[src/rtl/mul_pkg.sv]
// Shared definitions for the sequential multiplier: FSM state encoding and
// the step-counter width helper.
package mul_pkg;

    typedef enum logic [1:0] {
        IDLE = 2'd0,
        RUN  = 2'd1,
        DONE = 2'd2
    } state_t;

    // ceil(log2(w)) + 1 bits, enough to hold step indices 0..w-1 with headroom.
    function automatic int unsigned cnt_width(input int unsigned w);
        return $clog2(w) + 1;
    endfunction

endpackage

[src/rtl/ripple_adder.sv]
// Parametrised ripple-carry adder, sum only (carry-out is dropped).
module ripple_adder #(
    parameter int unsigned W = 4
) (
    input  logic [W-1:0] a,
    input  logic [W-1:0] b,
    input  logic         cin,
    output logic [W-1:0] sum_c
);

    always_comb begin : carry_chain
        logic c;
        c     = cin;
        sum_c = '0;
        for (int unsigned i = 0; i < W; i++) begin
            sum_c[i] = a[i] ^ b[i] ^ c;
            c        = (a[i] & b[i]) | (c & (a[i] ^ b[i]));
        end
    end

endmodule

[src/rtl/seq_multiplier.sv]
// Sequential shift-and-add multiplier, W x W -> 2W, optional signed operands,
// one W+1-bit adder reused over W cycles, valid/ready on both sides.
module seq_multiplier
    import mul_pkg::*;
#(
    parameter int unsigned W         = 8,
    parameter bit          SIGNED_EN = 1'b1
) (
    input  logic           clk,
    input  logic           rst_n,
    input  logic           in_valid,
    output logic           in_ready,
    input  logic [W-1:0]   a,
    input  logic [W-1:0]   b,
    input  logic           is_signed,
    output logic           out_valid,
    input  logic           out_ready,
    output logic [2*W-1:0] p,
    output logic           busy
);

    localparam int unsigned CW = cnt_width(W);
    localparam int unsigned PW = 2 * W;

    state_t          state;
    state_t          state_nxt;
    logic [W-1:0]    mcand;
    logic [W-1:0]    mq;
    logic [W:0]      acc_hi;
    logic            neg;
    logic [CW-1:0]   cnt;

    logic            accept_c;
    logic            last_step_c;
    logic            sgn_c;
    logic [W-1:0]    mag_a_c;
    logic [W-1:0]    mag_b_c;
    logic [W:0]      addend_c;
    logic [W:0]      sum_c;
    logic [PW-1:0]   prod_c;
    logic [PW-1:0]   prod_neg_c;
    logic            in_ready_nxt;
    logic            out_valid_nxt;
    logic            busy_nxt;

    assign accept_c    = in_valid && (state == IDLE);
    assign last_step_c = (state == RUN) && (cnt == CW'(W - 1));
    assign sgn_c       = SIGNED_EN && is_signed;

    // Operand magnitudes; -2^(W-1) negates to itself, which reads correctly as unsigned.
    always_comb begin
        mag_a_c = (sgn_c && a[W-1]) ? W'(-a) : a;
        mag_b_c = (sgn_c && b[W-1]) ? W'(-b) : b;
    end

    assign addend_c = mq[0] ? {1'b0, mcand} : '0;

    ripple_adder #(.W(W + 1)) u_step_add (
        .a     (acc_hi),
        .b     (addend_c),
        .cin   (1'b0),
        .sum_c (sum_c)
    );

    // Post-step product: {acc_hi[W-1:0], mq} after the shift equals {sum, mq[W-1:1]}.
    assign prod_c = {sum_c, mq[W-1:1]};

    ripple_adder #(.W(PW)) u_neg_add (
        .a     (~prod_c),
        .b     ({PW{1'b0}}),
        .cin   (1'b1),
        .sum_c (prod_neg_c)
    );

    always_ff @(posedge clk or negedge rst_n) begin
        if (!rst_n) state <= IDLE;
        else        state <= state_nxt;
    end

    always_comb begin
        state_nxt = state;
        case (state)
            IDLE:    if (in_valid)    state_nxt = RUN;
            RUN:     if (last_step_c) state_nxt = DONE;
            DONE:    if (out_ready)   state_nxt = IDLE;
            default:                  state_nxt = IDLE;
        endcase
    end

    // Handshake outputs are decoded from the upcoming state and registered.
    always_comb begin
        in_ready_nxt  = 1'b0;
        out_valid_nxt = 1'b0;
        busy_nxt      = 1'b0;
        case (state_nxt)
            IDLE:    in_ready_nxt = 1'b1;
            RUN:     busy_nxt     = 1'b1;
            DONE: begin
                out_valid_nxt = 1'b1;
                busy_nxt      = 1'b1;
            end
            default: in_ready_nxt = 1'b1;
        endcase
    end

    always_ff @(posedge clk or negedge rst_n) begin
        if (!rst_n) begin
            in_ready  <= 1'b1;
            out_valid <= 1'b0;
            busy      <= 1'b0;
        end else begin
            in_ready  <= in_ready_nxt;
            out_valid <= out_valid_nxt;
            busy      <= busy_nxt;
        end
    end

    always_ff @(posedge clk or negedge rst_n) begin
        if (!rst_n) begin
            mcand  <= '0;
            mq     <= '0;
            acc_hi <= '0;
            neg    <= 1'b0;
            cnt    <= '0;
            p      <= '0;
        end else if (accept_c) begin
            mcand  <= mag_a_c;
            mq     <= mag_b_c;
            neg    <= sgn_c && (a[W-1] ^ b[W-1]);
            acc_hi <= '0;
            cnt    <= '0;
        end else if (state == RUN) begin
            acc_hi <= {1'b0, sum_c[W:1]};
            mq     <= {sum_c[0], mq[W-1:1]};
            cnt    <= CW'(cnt + 1'b1);
            if (last_step_c) p <= neg ? prod_neg_c : prod_c;
        end
    end

endmodule

[config.mk]
export PLATFORM = sky130hd
export DESIGN_NAME = seq_multiplier
export DESIGN_NICKNAME = d
export VERILOG_FILES = /design/src/rtl/mul_pkg.sv /design/src/rtl/ripple_adder.sv /design/src/rtl/seq_multiplier.sv
export SDC_FILE = /design/constraint.sdc
export NUM_CORES = 1
export LEC_CHECK = 0
export ABC_AREA = 1
export CORE_AREA = 2 2 87 89
export CTS_CLUSTER_DIAMETER = 120
export DETAILED_ROUTE_END_ITERATION = 12
export DIE_AREA = 0 0 89 91
export DONT_BUFFER_PORTS = 1
export SYNTH_ARGS = -nofsm -noshare
export SYNTH_HDL_FRONTEND = slang
export SYNTH_SLANG_ARGS = --single-unit
[constraint.sdc]
create_clock -name clk -period 3.6 [get_ports clk]
set_input_delay 0.72 -clock clk [delete_from_list [all_inputs] [get_ports clk]]
set_output_delay 0.72 -clock clk [all_outputs]
set_load 0.01 [all_outputs]
# --- Yosys cells after proc, flatten, opt, wreduce, memory -nomap -nowiden ---
# Index checks and enable logic that the tools add are counted.
classes:
  n_addsub: 3
  mux: 17
  n_reduce_logical: 9
  n_bitwise: 72
  eq_ne: 5
ops:
  columns: ["op", "n"]
  rows:
  - ["$mux 8", 5]
  - ["$xor 1x1->1", 32]
  - ["$and 1x1->1", 29]
  - ["$mux 9", 2]
  - ["$mux 16", 1]
  - ["$neg 8->8", 2]
  - ["$not 16->16", 1]
  - ["$mux 4", 2]
  - ["$or 1x1->1", 7]
  - ["$mux 2", 3]
  - ["$pmux 2 s3", 1]
  - ["$logic_and 1x1->1", 5]
  - ["$add 4x1->4 const B", 1]
  - ["$eq 2x1->1 const B", 2]
  - ["$eq 2x2->1 const B", 2]
  - ["$eq 4x3->1 const B", 1]
  - ["$mux 1", 3]
  - ["$reduce_and 3->1", 1]
  - ["$logic_not 2->1", 1]
  - ["$not 1->1", 2]
  - ["$reduce_bool 2->1", 1]
  - ["$reduce_or 2->1", 1]
  - ["$xor 1x1->1 const B", 1]
word_totals:
  output_inout_bits: 19
  input_bits: 21
  word_cells: 116
  reg_bits: 51

# --- Depth between registers and ports, before layout ---
# Gate-level depths: netlist of the first run.
logic_depth:
  ltp_word: 34
  depth_mapped: 17
  ltp_nobuf: 17

# --- Cells and area by module ---
# Synthesis of the first run repeated with hierarchy kept, for this count alone.
unflattened:
  hier_cells: 373
  area_unflattened_um2: 3161.8
by_module_without_submodules:
  columns: ["mod", "cells_per_inst", "instances", "area_each_um2", "seq_area_each_um2"]
  rows:
  - ["seq_multiplier", 320, 1, 2583.7, 1252.5]
  - ["ripple_adder (u_neg_add)", 30, 1, 359.1, 0.0]
  - ["ripple_adder (u_step_add)", 23, 1, 219.0, 0.0]

# --- Worst setup path after synthesis of the first run ---
# Ideal clock, no wire load.
synth_timing:
  path_type: "reg-to-reg"
  from: "reg mq[0]"
  to: "reg p[15]"
  n_path_buf: 1
  t_arrival_ns: 3.590
  required_time_ns: 3.473
  path_slack_ns: -0.116
  setup_time_ns: 0.127
  stages_incl_launch_ff: 18
  period_less_slack_ns: 3.716
  path_cell_list: "dfrtp_1 > clkbuf_1 > nand2_1 > inv_1 > ha_1 > inv_1 > fa_1 > fa_1 > inv_1 > fa_1 > fa_1 > inv_1 > fa_1 > fa_1 > fa_1 > a21oi_1 > xor2_1 > o21ai_0"
synth_between:
  elab_chain_len: 20
  word_cells_on_any_way: 50
  classes_between: "2 x mux; 48 x bitwise"
synth_rtl:
  columns: ["item", "line_no", "source"]
  rows:
  - ["from (decl)", "seq_multiplier.sv:28", "logic [W-1:0] mq;"]
  - ["from (signal assigned)", "seq_multiplier.sv:128", "mq <= mag_b_c;"]
  - ["from (signal assigned)", "seq_multiplier.sv:134", "mq <= {sum_c[0], mq[W-1:1]};"]
  - ["$mux 8 *", "seq_multiplier.sv:56", "assign addend_c = mq[0] ? {1'b0, mcand} : '0;"]
  - ["$and 1x1->1 or $xor 1x1->1 (tied branches)", "ripple_adder.sv:17, ripple_adder.sv:16", null]
  - ["$and 1x1->1", "ripple_adder.sv:17", "c = (a[i] & b[i]) | (c & (a[i] ^ b[i]));"]
  - ["$or 1x1->1", "ripple_adder.sv:17", null]
  - ["$and 1x1->1", "ripple_adder.sv:17", null]
  - ["$or 1x1->1", "ripple_adder.sv:17", null]
  - ["$and 1x1->1", "ripple_adder.sv:17", null]
  - ["$or 1x1->1", "ripple_adder.sv:17", null]
  - ["[... 4 more ...]", null, null]
  - ["$and 1x1->1", "ripple_adder.sv:17", null]
  - ["$or 1x1->1", "ripple_adder.sv:17", null]
  - ["$and 1x1->1", "ripple_adder.sv:17", null]
  - ["$or 1x1->1", "ripple_adder.sv:17", null]
  - ["$xor 1x1->1", "ripple_adder.sv:16", "sum_c[i] = a[i] ^ b[i] ^ c;"]
  - ["$not 16->16", "seq_multiplier.sv:69", ".a (~prod_c),"]
  - ["$xor 1x1->1", "ripple_adder.sv:16", null]
  - ["$mux 16 *", "seq_multiplier.sv:136", "if (last_step_c) p <= neg ? prod_neg_c : prod_c;"]
  - ["to (signal assigned)", "seq_multiplier.sv:136", null]
  - ["to (decl)", "seq_multiplier.sv:18", "output logic [2*W-1:0] p,"]
# Every way passes the cells marked *; elsewhere a longest branch is shown, timed or not.
# A chain may end at the register's enable or synchronous reset.

# --- Worst setup path in the final report of the first run ---
layout_timing:
  from: "reg mcand[0]"
  to: "reg p[14]"
layout_between:
  elab_chain_len: 18
  word_cells_on_any_way: 32
  classes_between: "2 x mux; 30 x bitwise"
layout_rtl:
  columns: ["item", "line_no", "source"]
  rows:
  - ["from (decl)", "seq_multiplier.sv:27", "logic [W-1:0] mcand;"]
  - ["from (signal assigned)", "seq_multiplier.sv:127", "mcand <= mag_a_c;"]
  - ["$mux 8 *", "seq_multiplier.sv:56", null]
  - ["$and 1x1->1 (2 in series)", "ripple_adder.sv:17", null]
  - ["$or 1x1->1", "ripple_adder.sv:17", null]
  - ["$and 1x1->1", "ripple_adder.sv:17", null]
  - ["$or 1x1->1", "ripple_adder.sv:17", null]
  - ["$and 1x1->1", "ripple_adder.sv:17", null]
  - ["$or 1x1->1", "ripple_adder.sv:17", null]
  - ["$and 1x1->1", "ripple_adder.sv:17", null]
  - ["$or 1x1->1", "ripple_adder.sv:17", null]
  - ["$and 1x1->1", "ripple_adder.sv:17", null]
  - ["$or 1x1->1", "ripple_adder.sv:17", null]
  - ["$and 1x1->1", "ripple_adder.sv:17", null]
  - ["$or 1x1->1", "ripple_adder.sv:17", null]
  - ["$xor 1x1->1", "ripple_adder.sv:16", null]
  - ["$not 16->16", "seq_multiplier.sv:69", null]
  - ["$xor 1x1->1", "ripple_adder.sv:16", null]
  - ["$mux 16 *", "seq_multiplier.sv:136", null]
# Marked as above.

==> results of run 1 <==
==> state kept, by name, summed over array words and instances, names as in the netlist <==
signal and count:
in_ready 1, out_valid 1, acc_hi 8, state 2
mcand 8, cnt 4, busy 1, neg 1
mq 8, p 16
==> what timing repair did <==
action                     CTS  global route
cloned                       0             0
setup endpoints to repair    1             3
resized for setup            4             4
pin swaps                    2             4
setup buffers                1             1
==> cells in the mapped netlist (2+ instances only) <==
cell type	number
fa_1	7
buf_2	5
o21ai_0	30
nand4_1	3
o21ai_1	6
ha_1	18
buf_6	2
o22ai_1	7
nor2_2	2
inv_2	4
inv_1	43
a21oi_1	5
nand3_1	9
nor2_1	22
a31oi_1	9
nand2_1	96
xor2_1	6
clkbuf_1	3
dfrtp_1	49
==> cells by family after synthesis <==
| group | after synthesis |
|---|---|
| buffers and inverters | 57 |
| flip-flops | 50 |
| multiplexers | 1 |
| AND/OR/NAND/NOR | 134 |
| AO/OA/AOI/OAI | 62 |
| XOR/XNOR | 6 |
| adder cells (fa/ha/maj) | 25 |
==> power groups by stage <==
stage | Sequential [mW] | Combinational [mW] | Clock (mW)
6_report | 1.05 | 1.13 | 0.336
5_1_grt | 1.09 | 1.32 | 0.375
4_1_cts | 1.05 | 1.12 | 0.347
3_5_place_dp | 1.06 | 1.08 | 0
3_3_place_gp | 1.06 | 1.06 | 0
2_1_floorplan | 1.01 | 0.891 | 0
==> routing by layer <==
metal  GRT usage  vias up  routed length [um]  part of all wire
met5           0        -                   0                 0
met1       0.217      970                2860              0.50
met4      0.0423        0                  68             0.012
met2       0.222       44                2410              0.43
met3      0.0473        5                 331             0.058
li1            -     1076                   -                 -
==> cells in the final DEF, fill, tap and decap left out, types with 2 or more instances in the layout <==
cell      netlist  final
nand2_1        96     96
inv_2           4      5
buf_4           0      4
fa_2            0      6
ha_1           18     18
nand3_1         9      9
dfrtp_1        49     49
o21ai_0        30     29
a21oi_1         5      4
clkbuf_8        0      6
a31oi_1         9      9
xor2_1          6      6
nor2_2          2      2
o22ai_1         7      7
nor2_1         22     22
inv_1          43     42
nand4_1         3      3
o21ai_1         6      7
==> per-stage QoR <==
step,area (um^2),instances
final,3020,436
after global routing,3020,436
after CTS,3000,435
after detailed placement,2900,426
after global placement,2900,426
after floorplan,2820,335
==> worst max-delay path, stage by stage (launching register included) <==
cell and delay, ns:
dfrtp_1 0.36, nand2_1 0.06, inv_1 0.05, ha_1 0.14, inv_1 0.05, fa_2 0.33
fa_2 0.34, inv_2 0.06, fa_2 0.18, fa_1 0.15, inv_1 0.05, fa_2 0.34
fa_2 0.35, fa_2 0.56, buf_4 0.12, xor2_1 0.13, o21ai_1 0.07
==> worst paths after layout <==
kind / end / cells past startpoint
max in group asynchronous: in_ready / 0
worst max register to register: p[14] / 16
worst min register to register: mcand[4] / 2
worst min-delay path: mcand[6] / 0
min in group clk: mcand[4] / 2
worst max-delay path: p[14] / 16
==> area by class of cell <==
class,count,area share
Sequential cell,50,0.415
Inverter,47,0.0585
Tap cell,99,0.0411
Multi-Input combinational cell,228,0.445
Clock inverter,1,0.00166
Clock buffer,7,0.0286
Timing Repair Buffer,4,0.00995
==> summary.txt, run 1 <==
Outcome
  – Status: completed

Setup path
  – Critical R2R Launch: mcand[0]
  – WP data required: 3.79 ns
  – Crit path DAT: 3.64 ns
  – CP max FO: 2
  – Worst setup EP type: flip-flop
  – Critical Path Start: mcand[0]
  – Kind of critical path: flip-flop to flip-flop
  – CP Launch Type: flip-flop
  – R2r setup slk: 0.15 ns

Clocking
  – Root buf cell: clkbuf_8
  – CTS Buf Count: 5
  – Htree depth: 2
  – CTS tree: yes
  – Clock transition at path regs: 0.09 ns
  – Longest Clk Path Bufs: 2
  – Worst-Skew Late Latency: 0.30 ns
  – Post-CTS Hold Buffers: 0
  – Clock Sinks: 50

Finish
  – Fillers: 756
  – Area grow syn2layout: 7.30%
  – Seq. cell area: 1250 um^2
  – Antenna Cells: 0
  – Layout cells sized above 1: 0.0831
  – Final Util: 0.423
  – Multi-input gate area in the final layout: 1340 um^2
  – # nets final: 382

Power and ir drop
  – Reg power frac: 0.418
  – Clock power share: 0.134
  – PD cells: 834 nW/um^2
  – Leak: 1.50 nW
  – Peak supply drop: 243 uV
  – Internal power: 1.44 mW
  – Overall power: 2.52 mW
  – NetSw: 1.07 mW
  – Sw Ratio: 0.426
  – Combinational share of power: 0.449

Die
  – Core area: 7140 um^2
  – Row count: 31
  – Die footprint: 8100 um^2
  – I/O pins: 40
  – Die Ht: 91 um
  – Die width: 89 um
  – Initial core utilization: 0.394

Synthesis
  – Syn_area_per_cell: 8.39 um^2
  – Sequential fraction of the synthesis area: 0.445
  – YS warnings: 0
  – Syn Inst Count: 335
  – Synth Area in Compound Gates: 0.123
  – Number of synthesized flops with an enable pin: 0
  – Area leader, netlist: dfrtp_1
  – Area contributors post-synth: dfrtp_1 44%, nand2_1 13%, ha_1 8.0%, inv_1 5.7%, o21ai_0 5.3%
  – Seq cells post-synth: 50
  – Cell area after synthesis: 2810 um^2
  – Post-synth cell types: 28
  – Syn nets: 381
  – Mux contribution to synthesized area: 0.00356
  – XOR/XNOR Fraction of Synth Area: 0.0187
  – Simple-Gate Fraction of Synth Area: 0.196
  – Top cell type's share of synthesized area: 0.436
  – Async SR Flop Fraction: 1.00
  – Main combinational cell family by area after synthesis: simple AND/OR/NAND/NOR gates
  – Primary FF master, synth: dfrtp_1
  – Adder-Cell Fraction of Synth Area: 0.130

Routing
  – Drc violations: 0
  – Routed Antenna Nets: 0
  – DRT Pass-1 Iters: 4
  – Drt total wl: 5670 um
  – Avg WL per Cell: 13.0 um
  – Drt via density: 4.81
  – Vias: 2095
  – Initial DRC Count: 91

GRT
  – First-pass GRT wire length: 9720 um
  – Grt ovf: 0
  – Vias in the first global route: 2061
  – GRT Overall Usage: 0.152
  – Initial antenna violation count: 0
  – Largest net degree at the start of global routing: 51

Placement
  – Pre-CTS setup slack: -0.0619 ns
  – IO buf count: 0
  – Gpl congestion: 0.792
  – Hpwl dp: 4210 um

STA
  – Final period utilization: 0.959
  – Post-layout minimum cycle time: 3.45 ns
  – Rel. slew slack: 0.603
  – Hold Fails Final Rpt: 0
  – Slack of the critical path: 0.148 ns
  – Final setup fails: 0
  – RSZ-0062 raised after global routing: true
  – Setup TNS: 0 ns
  – Max Fclk: 0.290 GHz
  – Slew at the pin with the worst max-slew slack: 0.594 ns
  – Worst Clk Skew: 0.00341 ns
  – Hold_ws: 0.105 ns
  – Slew Limit Fails: 0

Job
  – Max Cap Viol: 0

Min path
  – Hold Crit Class: input port to asynchronous set/reset pin
Note: power is estimated with default switching activity, not from simulation.
==> run 2, diff against run 1 <==
CORE_AREA = 2 2 74 76   (was 2 2 87 89)
DIE_AREA = 0 0 76 78   (was 0 0 89 91)
PLACE_DENSITY_LB_ADDON = 0.3   (was default)
==> run 2 against run 1 <==
Total power is 2.6% higher; utilization is 17 points higher; die area is 27% lower; critical path depth stayed put; first-iteration DRC count is 81% higher; global-route usage is 5.2 points higher; cell count is 6.7% lower; worst setup slack worse by 0.037 ns; clock-buffer cell count stayed put; combinational power hardly changed; maximum frequency is 1.0% lower.
==> summary.txt, run 2 (synthesized netlist as in run 1, its figures left out) <==
Die
  – Row count: 26
  – Core area: 5040 um^2
  – Initial core utilization: 0.558
  – Die Ht: 78 um
  – Die footprint: 5930 um^2
  – I/O pins: 40
  – Die width: 76 um

Setup path
  – CP Launch Type: flip-flop
  – WP data required: 3.79 ns
  – Critical R2R Launch: mq[0]
  – R2r setup slk: 0.11 ns
  – Critical Path Start: mq[0]
  – Worst flop-to-flop path endpoint: p[14]
  – CP max FO: 3
  – Kind of critical path: flip-flop to flip-flop
  – Worst setup EP type: flip-flop
  – Crit path DAT: 3.67 ns
  – R2R depth: 16

Finish
  – Antenna Cells: 0
  – Most common cell after layout, fill and taps aside: nand2_1
  – Multi-input gate area in the final layout: 1350 um^2
  – Max reg flops: 16
  – # nets final: 382
  – Post-Layout Cell Count: 407
  – Biggest register: p
  – Layout cells sized above 1: 0.0950
  – Most frequent cells in the layout: 96 x nand2_1, 49 x dfrtp_1, 40 x inv_1
  – Fillers: 461
  – Seq. cell area: 1250 um^2
  – Area grow syn2layout: 7.08%

Min path
  – Hold Crit Class: input port to asynchronous set/reset pin

STA
  – Post-layout minimum cycle time: 3.49 ns
  – Worst Clk Skew: 0.00640 ns
  – Hold_ws: 0.105 ns
  – Hold Fails Final Rpt: 0
  – Rel. slew slack: 0.615
  – Slack of the critical path: 0.111 ns
  – RSZ-0062 raised after global routing: true
  – Final period utilization: 0.969
  – Final setup fails: 0
  – Slew Limit Fails: 0
  – Slew at the pin with the worst max-slew slack: 0.577 ns
  – Max Fclk: 0.287 GHz

Routing
  – Initial DRC Count: 165
  – Avg WL per Cell: 12.8 um
  – Drt via density: 5.05
  – Drt total wl: 5220 um
  – Drc violations: 0
  – DRT Pass-1 Iters: 4
  – Vias: 2054
  – Routed Antenna Nets: 0

Power and ir drop
  – Internal power: 1.52 mW
  – NetSw: 1.06 mW
  – Leak: 1.51 nW
  – Reg power frac: 0.404
  – PD cells: 858 nW/um^2
  – Clock power share: 0.157
  – Sw Ratio: 0.412
  – Peak supply drop: 280 uV
  – Combinational share of power: 0.438
  – Overall power: 2.58 mW

Job
  – Max Cap Viol: 0

Placement
  – Hpwl dp: 3860 um
  – Gpl congestion: 0.791
  – Placed cell count: 397
  – Pre-CTS setup slack: -0.0310 ns
  – IO buf count: 0

GRT
  – Initial antenna violation count: 0
  – Grt ovf: 0
  – Largest net degree at the start of global routing: 51
  – Vias in the first global route: 2073
  – First-pass GRT wire length: 9720 um
  – GRT Overall Usage: 0.204

Clocking
  – CTS Buf Count: 5
  – CTS tree: yes
  – Post-CTS Hold Buffers: 0
  – Clock transition at path regs: 0.09 ns
  – Worst-Skew Late Latency: 0.30 ns
  – Root buf cell: clkbuf_8
  – Longest Clk Path Bufs: 2
  – Clock Sinks: 50
  – Htree depth: 2

Outcome
  – Status: completed
-- run 2: cell count changes in the layout (fill, tap and decap cells not counted), sizes merged --
| cell | previous run | this run |
|---|---|---|
| clkinv | 1 | 0 |
| bufinv | 0 | 1 |
-- run 2: power groups by stage --
stage	logic, mW	registers [mW]	clock network [mW]
finish	1.13	1.04	0.406
global route	1.34	1.08	0.439
CTS	1.10	1.05	0.411
detailed placement	1.08	1.06	0
global placement	1.05	1.05	0
floorplan	0.891	1.01	0
-- run 2: worst max-delay path by stage --
stage / slack [ns] / end / depth (start not counted)
2_1_floorplan: 0.006 / p[15] / 17
3_3_place_gp: 0.06 / p[15] / 16
3_5_place_dp: -0.03 / p[15] / 16
4_1_cts: 0.02 / p[15] / 16
5_1_grt: -0.08 / p[15] / 16
6_report: 0.11 / p[14] / 16
-- run 2: critical path: stages, from the launching register on --
cell and delay [ns]:
dfrtp_1 0.36, nand2_1 0.05, inv_1 0.05, ha_2 0.16, inv_2 0.04, fa_2 0.33, fa_2 0.34, inv_2 0.06
fa_2 0.18, fa_2 0.19, inv_2 0.04, fa_2 0.33, fa_2 0.37, fa_2 0.57, buf_4 0.12, xor2_1 0.12
o21ai_1 0.07
-- run 2: what timing repair did --
action                                  4_1_cts  5_1_grt
gates resized for setup                       2       10
pin swaps                                     1        3
endpoints found under the setup margin        1        3
gates cloned                                  0        0
setup buffers                                 1        1
-- run 2: layout make-up --
cell class | instances | area share
clock buffers | 7 | 0.0287
clock inverters | 1 | 0.00998
inverters | 47 | 0.0586
multi-input cells | 228 | 0.448
flip-flops and latches | 50 | 0.416
well taps | 70 | 0.0291
repair buffers | 4 | 0.00998
-- run 2: metal layers --
layer | part of all wire | global-route usage | wire length, um | up-vias
met5 | 0 | 0 | 0 | -
met1 | 0.51 | 0.292 | 2690 | 920
met2 | 0.41 | 0.300 | 2140 | 52
li1 | - | - | - | 1075
met3 | 0.061 | 0.0581 | 320 | 7
met4 | 0.015 | 0.0709 | 77 | 0
-- run 2: through the flow --
step	util	cell area, um^2	TNS [ns]
finish	0.597	3010	0
global placement	0.567	2860	0
global route	0.597	3010	-0.133
CTS	0.593	2990	0
detailed placement	0.567	2860	-0.0310
floorplan	-	2820	0
==> run 3, diff against run 2 <==
ABC_CLOCK_PERIOD_IN_PS = 3600   (was default)
CORE_AREA = 2 2 79 81   (was 2 2 74 76)
DIE_AREA = 0 0 81 83   (was 0 0 76 78)
DONT_BUFFER_PORTS = default   (was 1)
==> run 3 against run 2 <==
Critical path depth unchanged; clock skew decreased by 0.0015 ns; worst hold slack better by 0.39 ns; flip-flop and latch count did not move; critical path type unchanged; wire length grew 3.4%; critical endpoint is now p[15].
==> summary.txt, run 3 (synthesized netlist as in run 1, its figures left out) <==
Clocking
  – Clock transition at path regs: 0.09 ns
  – Htree depth: 2
  – Post-CTS Hold Buffers: 0
  – Worst-Skew Late Latency: 0.30 ns
  – Clock Sinks: 50
  – Longest Clk Path Bufs: 2
  – Root buf cell: clkbuf_8
  – CTS tree: yes
  – CTS Buf Count: 5

Power and ir drop
  – Leak: 1.66 nW
  – PD cells: 823 nW/um^2
  – Peak supply drop: 314 uV
  – Overall power: 2.79 mW

Die
  – Die width: 81 um
  – Die footprint: 6720 um^2
  – Row count: 28
  – I/O pins: 40
  – Core area: 5820 um^2
  – Initial core utilization: 0.483
  – Die Ht: 83 um

STA
  – Worst Clk Skew: 0.00489 ns
  – Slew Limit Fails: 0
  – Rel. slew slack: 0.281
  – Post-layout minimum cycle time: 3.51 ns
  – Hold Fails Final Rpt: 0
  – Final setup fails: 0
  – RSZ-0062 raised after global routing: true
  – Max Fclk: 0.285 GHz
  – Final period utilization: 0.976
  – Setup TNS: 0 ns
  – Slew at the pin with the worst max-slew slack: 1.08 ns
  – Hold_ws: 0.492 ns

Finish
  – # nets final: 421
  – Layout cells sized above 1: 0.0745
  – Most common cell after layout, fill and taps aside: nand2_1
  – Seq. cell area: 1250 um^2
  – Max reg flops: 16
  – Antenna Cells: 0
  – Multi-input gate area in the final layout: 1350 um^2
  – Post-Layout Cell Count: 451
  – Area grow syn2layout: 20.8%
  – Final Util: 0.584
  – Most frequent cells in the layout: 96 x nand2_1, 49 x dfrtp_1, 43 x inv_1
  – Biggest register: p
  – Fillers: 576

GRT
  – Vias in the first global route: 2121
  – First-pass GRT wire length: 9620 um
  – Initial antenna violation count: 0
  – GRT Overall Usage: 0.178
  – Grt ovf: 0
  – Largest net degree at the start of global routing: 51

Setup path
  – Critical path's largest stage delay: 0.47 ns
  – CP Launch Type: flip-flop
  – Worst setup EP type: flip-flop
  – Worst path top cell family by delay: adder cells
  – Crit path DAT: 3.69 ns
  – CP most frequent cell: fa_2
  – WP data required: 3.78 ns
  – CP max FO: 2
  – Critical-path top delay cell: fa_1
  – Buf/Inv on CP: 4
  – Crit-path cells: nand2_1, inv_1, ha_1, inv_1, fa_2, fa_2, inv_1, fa_2, fa_1, inv_1, fa_2, fa_2, fa_1, a21oi_2, xor2_1, o21ai_1
  – Kind of critical path: flip-flop to flip-flop

Job
  – Max Cap Viol: 0

Routing
  – Avg WL per Cell: 12.0 um
  – Drc violations: 0
  – Vias: 2231
  – DRT Pass-1 Iters: 4
  – Drt via density: 4.95
  – Routed Antenna Nets: 0
  – Drt total wl: 5400 um
  – Initial DRC Count: 179

Placement
  – Gpl congestion: 0.806
  – IO buf count: 39
  – Placed cell count: 441
  – Hpwl dp: 4040 um

Min path
  – Hold Crit Class: flip-flop to flip-flop

Outcome
  – Status: completed
-- run 3: layer usage --
metal / track usage / wire length (um)
met1: 0.265 / 2720
met2: 0.268 / 2370
met3: 0.0261 / 236
met4: 0.0524 / 76
met5: 0 / 0
-- run 3: final timing paths --
path | to | depth (start not counted) | startpoint | slack, ns
max in group asynchronous | cnt[3] | 1 | rst_n | 2.32
setup / recovery | p[15] | 16 | mq[0] | 0.09
hold / removal | mcand[2] | 2 | mcand[2] | 0.49
setup reg to reg | p[15] | 16 | mq[0] | 0.09
hold reg to reg | mcand[2] | 2 | mcand[2] | 0.49
min in group asynchronous | mcand[6] | 1 | rst_n | 0.61
-- run 3: timing repair --
| item | in CTS | in global routing |
|---|---|---|
| gates resized for setup | 2 | 5 |
| pin swaps | 2 | 5 |
| buffers inserted | 2 | 0 |
| endpoints found under the setup margin | 1 | 2 |
-- run 3: report_power, final --
group	switching (mW)	leakage (nW)	internal, mW
combinational	0.787	0.996	0.638
clock	0.181	0.0514	0.207
sequential	0.149	0.613	0.832
total	1.12	1.66	1.68
-- run 3: cell type report --
cell class	instances	share of cell area
multi-input combinational	228	0.397
sequential	50	0.369
timing repair buffer	43	0.122
inverter	47	0.0520
tap	75	0.0276
clock buffer	6	0.0214
clock inverter	2	0.0111
-- run 3: worst register-to-register path: stages (launching register included) --
cell	delay [ns]
dfrtp_1	0.36
nand2_1	0.05
inv_1	0.05
ha_1	0.13
inv_1	0.05
fa_2	0.34
fa_2	0.33
inv_1	0.08
fa_2	0.19
fa_1	0.15
inv_1	0.06
fa_2	0.37
fa_2	0.37
fa_1	0.47
a21oi_2	0.15
xor2_1	0.17
o21ai_1	0.07
-- run 3: metrics by stage --
stage	setup slack, ns	cell area (um^2)
after floorplan	0.00593	2820
final	0.0881	3400
after detailed placement	-0.0456	3250
after CTS	0.0269	3380
after global routing	-0.106	3400
after global placement	0.0580	3250
